## config.mk

```make
export PLATFORM = sky130hd
export DESIGN_NAME = nbit_logic_serial_flat
export DESIGN_NICKNAME = d
export VERILOG_FILES = /design/src/rtl/alu_pkg.sv /design/src/rtl/nbit_logic_serial_if.sv /design/src/rtl/nbit_logic_digit.sv /design/src/rtl/nbit_logic_serial.sv /design/src/flat_wrapper.sv
export SDC_FILE = /design/constraint.sdc
export NUM_CORES = 1
export LEC_CHECK = 0
export ABC_CLOCK_PERIOD_IN_PS = 2700
export BUFFER_PORTS_ARGS = -buffer_cell sky130_fd_sc_hd__buf_2
export CAP_MARGIN = 10
export CORE_ASPECT_RATIO = 1.25
export CORE_MARGIN = 8
export CORE_UTILIZATION = 45
export CTS_BUF_LIST = sky130_fd_sc_hd__clkbuf_4 sky130_fd_sc_hd__clkbuf_8
export DETAILED_ROUTE_END_ITERATION = 12
export PLACE_DENSITY = 0.68
export SYNTH_ARGS = -nofsm -noshare
export SYNTH_HDL_FRONTEND = slang
export SYNTH_SLANG_ARGS = --single-unit
```

## constraint.sdc

```tcl
create_clock -name clk -period 2.7 [get_ports clk]
set_input_delay 0.54 -clock clk [delete_from_list [all_inputs] [get_ports clk]]
set_output_delay 0.54 -clock clk [all_outputs]
set_load 0.05 [all_outputs]
```

## src/rtl/alu_pkg.sv

```systemverilog
// Shared ALU definitions: bitwise op encoding, serial-unit FSM states and a
// counter-width helper used by the digit-serial logic unit.
package alu_pkg;

  localparam logic [1:0] OP_AND = 2'b00;
  localparam logic [1:0] OP_OR  = 2'b01;
  localparam logic [1:0] OP_XOR = 2'b10;
  localparam logic [1:0] OP_NOR = 2'b11;

  typedef enum logic [1:0] {
    S_IDLE = 2'b00,
    S_RUN  = 2'b01,
    S_DONE = 2'b10
  } state_t;

  // A counter over n digits needs at least one bit even when n == 1.
  function automatic int cnt_width(input int n);
    if (n > 1) begin
      return $clog2(n);
    end else begin
      return 1;
    end
  endfunction

endpackage

```

## src/rtl/nbit_logic_serial_if.sv

```systemverilog
// Operand/result handshake bundle for nbit_logic_serial.
// Zero exists only when NBIT_LOGIC_SERIAL_ZERO_EN is defined.
interface nbit_logic_serial_if #(
  parameter int WIDTH = 32
);
  logic             in_valid;
  logic             in_ready;
  logic [1:0]       op;
  logic [WIDTH-1:0] A;
  logic [WIDTH-1:0] B;
  logic             out_valid;
  logic             out_ready;
  logic [WIDTH-1:0] Result;
`ifdef NBIT_LOGIC_SERIAL_ZERO_EN
  logic             Zero;
`endif

  modport slave (
    input  in_valid, op, A, B, out_ready,
`ifdef NBIT_LOGIC_SERIAL_ZERO_EN
    output Zero,
`endif
    output in_ready, out_valid, Result
  );

  modport master (
    output in_valid, op, A, B, out_ready,
`ifdef NBIT_LOGIC_SERIAL_ZERO_EN
    input  Zero,
`endif
    input  in_ready, out_valid, Result
  );
endinterface

```

## src/rtl/nbit_logic_digit.sv

```systemverilog
// Combinational AND/OR/XOR/NOR on one DIGIT-bit slice.
module nbit_logic_digit
  import alu_pkg::*;
#(
  parameter int DIGIT = 4
) (
  input  logic [1:0]       op,
  input  logic [DIGIT-1:0] a,
  input  logic [DIGIT-1:0] b,
  output logic [DIGIT-1:0] y
);

  // slice operation select
  always_comb begin
    y = {DIGIT{1'b0}};
    case (op)
      OP_AND:  y = a & b;
      OP_OR:   y = a | b;
      OP_XOR:  y = a ^ b;
      OP_NOR:  y = ~(a | b);
      default: y = {DIGIT{1'b0}};
    endcase
  end

endmodule

```

## src/rtl/nbit_logic_serial.sv

```systemverilog
// Digit-serial bitwise logic unit: WIDTH-bit operands, DIGIT bits per clock.
// Optional Zero flag built with NBIT_LOGIC_SERIAL_ZERO_EN.
module nbit_logic_serial
  import alu_pkg::*;
#(
  parameter int WIDTH = 32,
  parameter int DIGIT = 4
) (
  input logic                clk,
  input logic                rst_n,
  nbit_logic_serial_if.slave bus
);

  localparam int NDIG = WIDTH / DIGIT;
  localparam int CW   = cnt_width(NDIG);
  localparam logic [CW-1:0] LAST = CW'(NDIG - 1);

  if ((WIDTH % DIGIT) != 0) begin : g_bad_digit
    $error("nbit_logic_serial: DIGIT (%0d) must divide WIDTH (%0d)", DIGIT, WIDTH);
  end

  state_t           state_r;
  state_t           state_nx_s;
  logic [CW-1:0]    count_r;
  logic [WIDTH-1:0] a_r;
  logic [WIDTH-1:0] b_r;
  logic [1:0]       op_r;
  logic [WIDTH-1:0] result_r;
  logic             out_valid_r;
  logic [DIGIT-1:0] digit_s;
  logic             accept_s;
  logic             last_s;

  assign bus.in_ready  = (state_r == S_IDLE) | ((state_r == S_DONE) & bus.out_ready);
  assign accept_s      = bus.in_valid & bus.in_ready;
  assign last_s        = (count_r == LAST);
  assign bus.out_valid = out_valid_r;
  assign bus.Result    = result_r;

  nbit_logic_digit #(.DIGIT(DIGIT)) u_digit (
    .op (op_r),
    .a  (a_r[DIGIT-1:0]),
    .b  (b_r[DIGIT-1:0]),
    .y  (digit_s)
  );

  // next-state logic
  always_comb begin
    state_nx_s = state_r;
    case (state_r)
      S_IDLE: begin
        if (bus.in_valid) state_nx_s = S_RUN;
        else              state_nx_s = S_IDLE;
      end
      S_RUN: begin
        if (last_s) state_nx_s = S_DONE;
        else        state_nx_s = S_RUN;
      end
      S_DONE: begin
        if (bus.out_ready) begin
          if (bus.in_valid) state_nx_s = S_RUN;
          else              state_nx_s = S_IDLE;
        end else begin
          state_nx_s = S_DONE;
        end
      end
      default: state_nx_s = S_IDLE;
    endcase
  end

  // state register; out_valid is registered off the next state
  always_ff @(posedge clk) begin
    if (!rst_n) begin
      state_r     <= S_IDLE;
      out_valid_r <= 1'b0;
    end else begin
      state_r     <= state_nx_s;
      out_valid_r <= (state_nx_s == S_DONE);
    end
  end

  // operand shift registers, result assembly from the MSB end, digit counter
  always_ff @(posedge clk) begin
    if (!rst_n) begin
      a_r      <= {WIDTH{1'b0}};
      b_r      <= {WIDTH{1'b0}};
      op_r     <= OP_AND;
      count_r  <= {CW{1'b0}};
      result_r <= {WIDTH{1'b0}};
    end else if (accept_s) begin
      a_r      <= bus.A;
      b_r      <= bus.B;
      op_r     <= bus.op;
      count_r  <= {CW{1'b0}};
    end else if (state_r == S_RUN) begin
      a_r      <= a_r >> DIGIT;
      b_r      <= b_r >> DIGIT;
      result_r <= (result_r >> DIGIT) | (WIDTH'(digit_s) << (WIDTH - DIGIT));
      if (!last_s) count_r <= count_r + 1'b1;
      else         count_r <= count_r;
    end else begin
      a_r      <= a_r;
    end
  end

`ifdef NBIT_LOGIC_SERIAL_ZERO_EN
  logic zero_r;

  // zero_r stays set only while every computed digit has been all-zero
  always_ff @(posedge clk) begin
    if (!rst_n) begin
      zero_r <= 1'b0;
    end else if (accept_s) begin
      zero_r <= 1'b1;
    end else if (state_r == S_RUN) begin
      zero_r <= zero_r & ~(|digit_s);
    end else begin
      zero_r <= zero_r;
    end
  end

  assign bus.Zero = zero_r;
`endif

endmodule

```

## src/flat_wrapper.sv

```systemverilog
// flat-port wrapper written by rule: the top's interface ports become plain ports
module nbit_logic_serial_flat import alu_pkg::*;
#(
  parameter int WIDTH = 32,
  parameter int DIGIT = 4
)
  (clk, rst_n, bus_in_valid, bus_op, bus_A, bus_B, bus_out_ready, bus_in_ready, bus_out_valid, bus_Result);
  nbit_logic_serial_if #(.WIDTH(WIDTH)) bus_i ();
  input logic clk;
  input logic rst_n;
  input wire logic [$bits(bus_i.in_valid)-1:0] bus_in_valid;
  input wire logic [$bits(bus_i.op)-1:0] bus_op;
  input wire logic [$bits(bus_i.A)-1:0] bus_A;
  input wire logic [$bits(bus_i.B)-1:0] bus_B;
  input wire logic [$bits(bus_i.out_ready)-1:0] bus_out_ready;
  output wire logic [$bits(bus_i.in_ready)-1:0] bus_in_ready;
  output wire logic [$bits(bus_i.out_valid)-1:0] bus_out_valid;
  output wire logic [$bits(bus_i.Result)-1:0] bus_Result;
  assign bus_i.in_valid = bus_in_valid;
  assign bus_i.op = bus_op;
  assign bus_i.A = bus_A;
  assign bus_i.B = bus_B;
  assign bus_i.out_ready = bus_out_ready;
  assign bus_in_ready = bus_i.in_ready;
  assign bus_out_valid = bus_i.out_valid;
  assign bus_Result = bus_i.Result;
  nbit_logic_serial #(.WIDTH(WIDTH), .DIGIT(DIGIT)) u_core (.clk(clk), .rst_n(rst_n), .bus(bus_i));
endmodule
```

Word-level counts from Yosys, hierarchy flattened
Cells that the tools add are included.
W data, S select, Z words.
{"block": "op_classes", "add_sub_neg": 1, "eq_ne": 7, "mux": 9, "bitwise": 11, "reduce_logical": 6}
{"operator": "$mux W32", "n": 4}
{"operator": "$or A28 B32 Y32", "n": 1}
{"operator": "$pmux W4 S4", "n": 1}
{"operator": "$eq A2 B2 Y1 const B", "n": 4}
{"operator": "$pmux W2 S3", "n": 1}
{"operator": "$and A4 B4 Y4", "n": 1}
{"operator": "$eq A2 B1 Y1 const B", "n": 2}
{"operator": "$logic_not A2 Y1", "n": 2}
{"operator": "$mux W2", "n": 2}
{"operator": "$not A4 Y4", "n": 1}
{"operator": "$or A4 B4 Y4", "n": 1}
{"operator": "$reduce_and A2 Y1", "n": 2}
{"operator": "$xor A4 B4 Y4", "n": 1}
{"operator": "$add A3 B1 Y3 const B", "n": 1}
{"operator": "$eq A3 B3 Y1 const B", "n": 1}
{"operator": "$not A1 Y1", "n": 3}
{"operator": "$and A1 B1 Y1", "n": 2}
{"operator": "$reduce_bool A2 Y1", "n": 1}
{"operator": "$reduce_or A2 Y1", "n": 1}
{"operator": "$mux W1", "n": 1}
{"operator": "$or A1 B1 Y1", "n": 1}
{"block": "totals", "reg_bits": 104, "input_bits": 70, "output_inout_bits": 34}

Depth between registers and ports, before layout
{"block": "depth", "depth_word": 6, "ltp_mapped": 6, "mapped_depth_nobuf": 5}

Hierarchy
Synthesis repeated with hierarchy kept, for this count alone.
{"block": "hier_totals", "cells_unflattened": 566, "hier_area_um2": 4663.2}
{"module": "nbit_logic_serial", "instances": 1, "cells_per_inst": 536, "area_each_um2": 4403.0}
{"module": "nbit_logic_digit", "instances": 1, "cells_per_inst": 30, "area_each_um2": 260.2}

Worst setup path before layout
No wires, ideal clock.
{"block": "synth_timing", "path_type": "input port to output port", "from": "input port bus_out_ready", "to": "output port bus_in_ready", "arrival_time_ps": 1625, "path_slack_ps": 535, "cell_stages": 5, "cell_sequence": "nor2b_1 > buf_2 > buf_6 > buf_4 > nor2_1"}
{"block": "synth_via", "elab_chain_cells": 2}
{"element": "start, declared", "line": "flat_wrapper.sv:15", "rtl": "input wire logic [$bits(bus_i.out_ready)-1:0] bus_out_ready;"}
{"element": "$and A1 B1 Y1", "line": "nbit_logic_serial.sv:34", "rtl": "assign bus.in_ready = (state_r == S_IDLE) | ((state_r == S_DONE) & bus.out_ready);"}
{"element": "$or A1 B1 Y1", "line": "nbit_logic_serial.sv:34"}
{"element": "end, declared", "line": "flat_wrapper.sv:16", "rtl": "output wire logic [$bits(bus_i.in_ready)-1:0] bus_in_ready;"}
No other way between the ends.

Final worst setup path
{"block": "layout_timing", "from": "register u_core.state_r[1]", "to": "output port bus_in_ready"}
{"block": "layout_via", "elab_chain_cells": 3}
{"element": "start, declared", "line": "nbit_logic_serial.sv:22", "rtl": "state_t state_r;"}
{"element": "start signal, assigned", "line": "nbit_logic_serial.sv:77", "rtl": "state_r <= state_nx_s;"}
{"element": "$eq A2 B2 Y1", "line": "nbit_logic_serial.sv:34"}
{"element": "$and A1 B1 Y1", "line": "nbit_logic_serial.sv:34"}
{"element": "$or A1 B1 Y1 (*)", "line": "nbit_logic_serial.sv:34"}
Every way passes the cells marked *; elsewhere a longest branch is shown, timed or not.

==> impl_results.md <==
* Port Buffer Count at 103
* Final WL at 12.1 mm
* Slew headroom at 0.544
* Startpoint Class: register
* Wire length of the first global-routing pass at approximately 20 mm
* Die Ht at approximately 130 microns
* Synthesized net count at between 600 and 700
* Layout cells sized above 1 at 0.218
* Post-synth top area cell: dfxtp_1
* Clock power frac at 0.306
* Worst Path Required at 2.16 ns
* Crit path kind: reg -> out
* Peak Freq at 524 MHz
* GRT Total Usage at 0.176
* Reg area at 2080 sq um
* Starting density of the core at 0.461
* Outcome: finished clean
* Worst-case vdd ir drop at around 0.31 mV
* Reg power frac at 0.545
* Mapped cell area at about 4600 sq um
* Root buffer cell: clkbuf_8
* Vias at 4,184
* Hold_buf cts at 0
* RSZ-0062 raised after global routing: no
* Clk_lat worst skew at between 0.3 and 0.4 ns
* Crit. End Element: output pin
* GR Overflow Total at 0
* Clock Skew at between 0.01 and 0.015 ns
* Async set-reset flop share out of synthesis at 0
* Min Tclk post-route at around 1.9 ns
* CTS H-tree lvls at 3
* P_leak at 2.11 nW
* Sw Ratio at 0.278
* Largest net degree at the start of global routing at 54
* Clock Pin Slew Worst Setup and Hold Paths at roughly 0.1 ns
* Clk sinks at approximately 100
* Fin. max-slew vios at 0
* Cells after Synth at 560
* Max clock buf depth at 2
* Cell row count at approximately 40
* Antenna-violating nets left at 0
* Area delta synth->final at 15.9%
* DRC viols at 0
* CTS tree: yes
* Netlist cell types at 26
* Worst slew pin tran at between 0.6 and 0.7 ns
* Register area share after synthesis at 0.449
* Initial antenna violation count at 0
* Die Area at approximately 14,000 sq um
* Synth cell count leaders: nand2_1, dfxtp_1, a31oi_1, o31ai_1, a21boi_0
* Drt first-iter violations at ~250
* Synth Register Bits at 104
* HPWL after detailed placement at slightly above 8 mm
* Routed vias/inst at 5.46
* Power share of the combinational group at 0.149
* Max-cap viol count at 0
* First-pass iteration count of the detailed router at 4
* Vias in the first global route at a little over 4,000
* Post-synth EDFFs at 0
* Share of Yosys cell area claimed by the top area cell type at 0.449
* Area contributors post-synth: dfxtp_1, nand2_1, o31ai_1, a31oi_1, a21boi_0
* Hold slack at roughly 0.43 ns
* Most common cell in the netlist: nand2_1
* CP arrival at 1.37 ns
* Wire length per cell at 15.7 microns
* CORE AREA at about 10,000 sq um
* Synthesized area per cell at between 8 and 9 sq um
* Cts repair resizes at 0
* Switching Power at around 0.00086 W
* Die Width at 107 microns
* Io pins at 104
* PwrDens at between 500 and 600 nW/um^2
* Worst min-delay path class: in -> reg
* N_diodes at 0
* Setup Buffers After CTS at 0
* Setup TNS at 0 ns
* Num CTS Buffers at 9
* Main flop type after synthesis: dfxtp_1
* Internal at 0.00224 W
* Max FO, Critical Path at 7
* NumNets Final at about 700
* Fin crit share at 0.707
* Hold violation count in the final report at 0
* Fill cells at between 1,000 and 1,500
* Ys Warns at 0
* Gpl congestion at ~0.75
* Multi-input gate area at between 2000 and 2500 sq um
* Final setup violation count at 0
sequential cells by signal, summed over array words and instances, names as in the netlist:
| signal | count |
|---|---|
| u_core.op_r | 2 |
| u_core.b_r | 32 |
| u_core.a_r | 32 |
| u_core.bus.out_valid | 1 |
| u_core.state_r | 2 |
| u_core.count_r | 3 |
| u_core.bus.Result | 32 |
area by class of cell:
cell class | count | share of cell area
multi-input combinational | 392 | 0.418
clock inverter | 2 | 0.00233
timing repair buffer | 117 | 0.123
tap | 129 | 0.0301
clock buffer | 14 | 0.0336
inverter | 8 | 0.00559
sequential | 104 | 0.388
cells by family after synthesis:
group | Yosys count | synth area share
and+or+nand+nor | 198 | 0.169
xor gates and xnor gates | 5 | 0.00945
DFF | 104 | 0.449
muxes | 4 | 0.00864
AOI/OAI and AO/OA | 175 | 0.264
adders and majority gates | 10 | 0.0270
buffers and inverters | 64 | 0.0716
worst paths after layout:
kind	start	end	slack, ns	cells past startpoint
worst max-delay path	u_core.state_r[1]$_SDFF_PN0_	bus_in_ready	0.79	3
worst min-delay path	bus_B[29]	u_core.b_r[29]$_SDFFE_PN0P_	0.43	3
worst max register to register	u_core.state_r[0]$_SDFF_PN0_	u_core.count_r[1]$_SDFFE_PP0P_	0.86	4
worst min register to register	u_core.bus.Result[1]$_SDFFE_PN0P_	u_core.bus.Result[1]$_SDFFE_PN0P_	0.47	2
stage by stage:
stage	area (sq um)	instances	setup slack, ns	total power [W]	util
finish	5370	766	0.790	0.00310	0.534
floorplan	4630	560	0.535	0.00204	-
detailed placement	5180	750	0.791	0.00219	0.515
CTS	5370	766	0.772	0.00312	0.534
global placement	5180	750	0.852	0.00218	0.515
global route	5370	766	0.655	0.00324	0.534
layout by cell type, fill, tap and decap left out, types with 2 or more instances in the layout:
cell type,instances
xor2_1,4
buf_4,11
clkbuf_8,12
a21boi_0,38
clkbuf_4,2
nand2b_1,2
nor2b_1,3
nor2_1,4
a31oi_1,56
nor2b_4,2
buf_2,103
buf_12,3
a21oi_1,3
o21ai_0,9
o211ai_1,8
nand3_1,10
a221oi_1,3
ha_1,10
o31ai_1,56
inv_1,8
mux2i_1,4
nand2_1,172
dfxtp_1,104
critical path, stage by stage (launching register included):
cell and delay, ns:
dfxtp_1 0.49, nor2b_4 0.24, nor2_1 0.05, buf_2 0.22
power groups by stage:
| stage | Sequential (W) | Clock, W | Combinational (W) |
|---|---|---|---|
| after detailed placement | 0.00172 | 0 | 0.000464 |
| after CTS | 0.00169 | 0.000967 | 0.000465 |
| after global routing | 0.00170 | 0.00102 | 0.000517 |
| after global placement | 0.00172 | 0 | 0.000453 |
| after floorplan | 0.00173 | 0 | 0.000309 |
| final | 0.00169 | 0.000949 | 0.000461 |
metal layers:
| layer | routed length, microns | global-route usage | vias up |
|---|---|---|---|
| li1 | - | - | 2102 |
| met1 | 5400 | 0.219 | 1948 |
| met2 | 5640 | 0.275 | 112 |
| met3 | 695 | 0.0427 | 22 |
| met4 | 310 | 0.0921 | 0 |
| met5 | 0 | 0 | - |
Note: power is estimated with default switching activity, not from simulation.
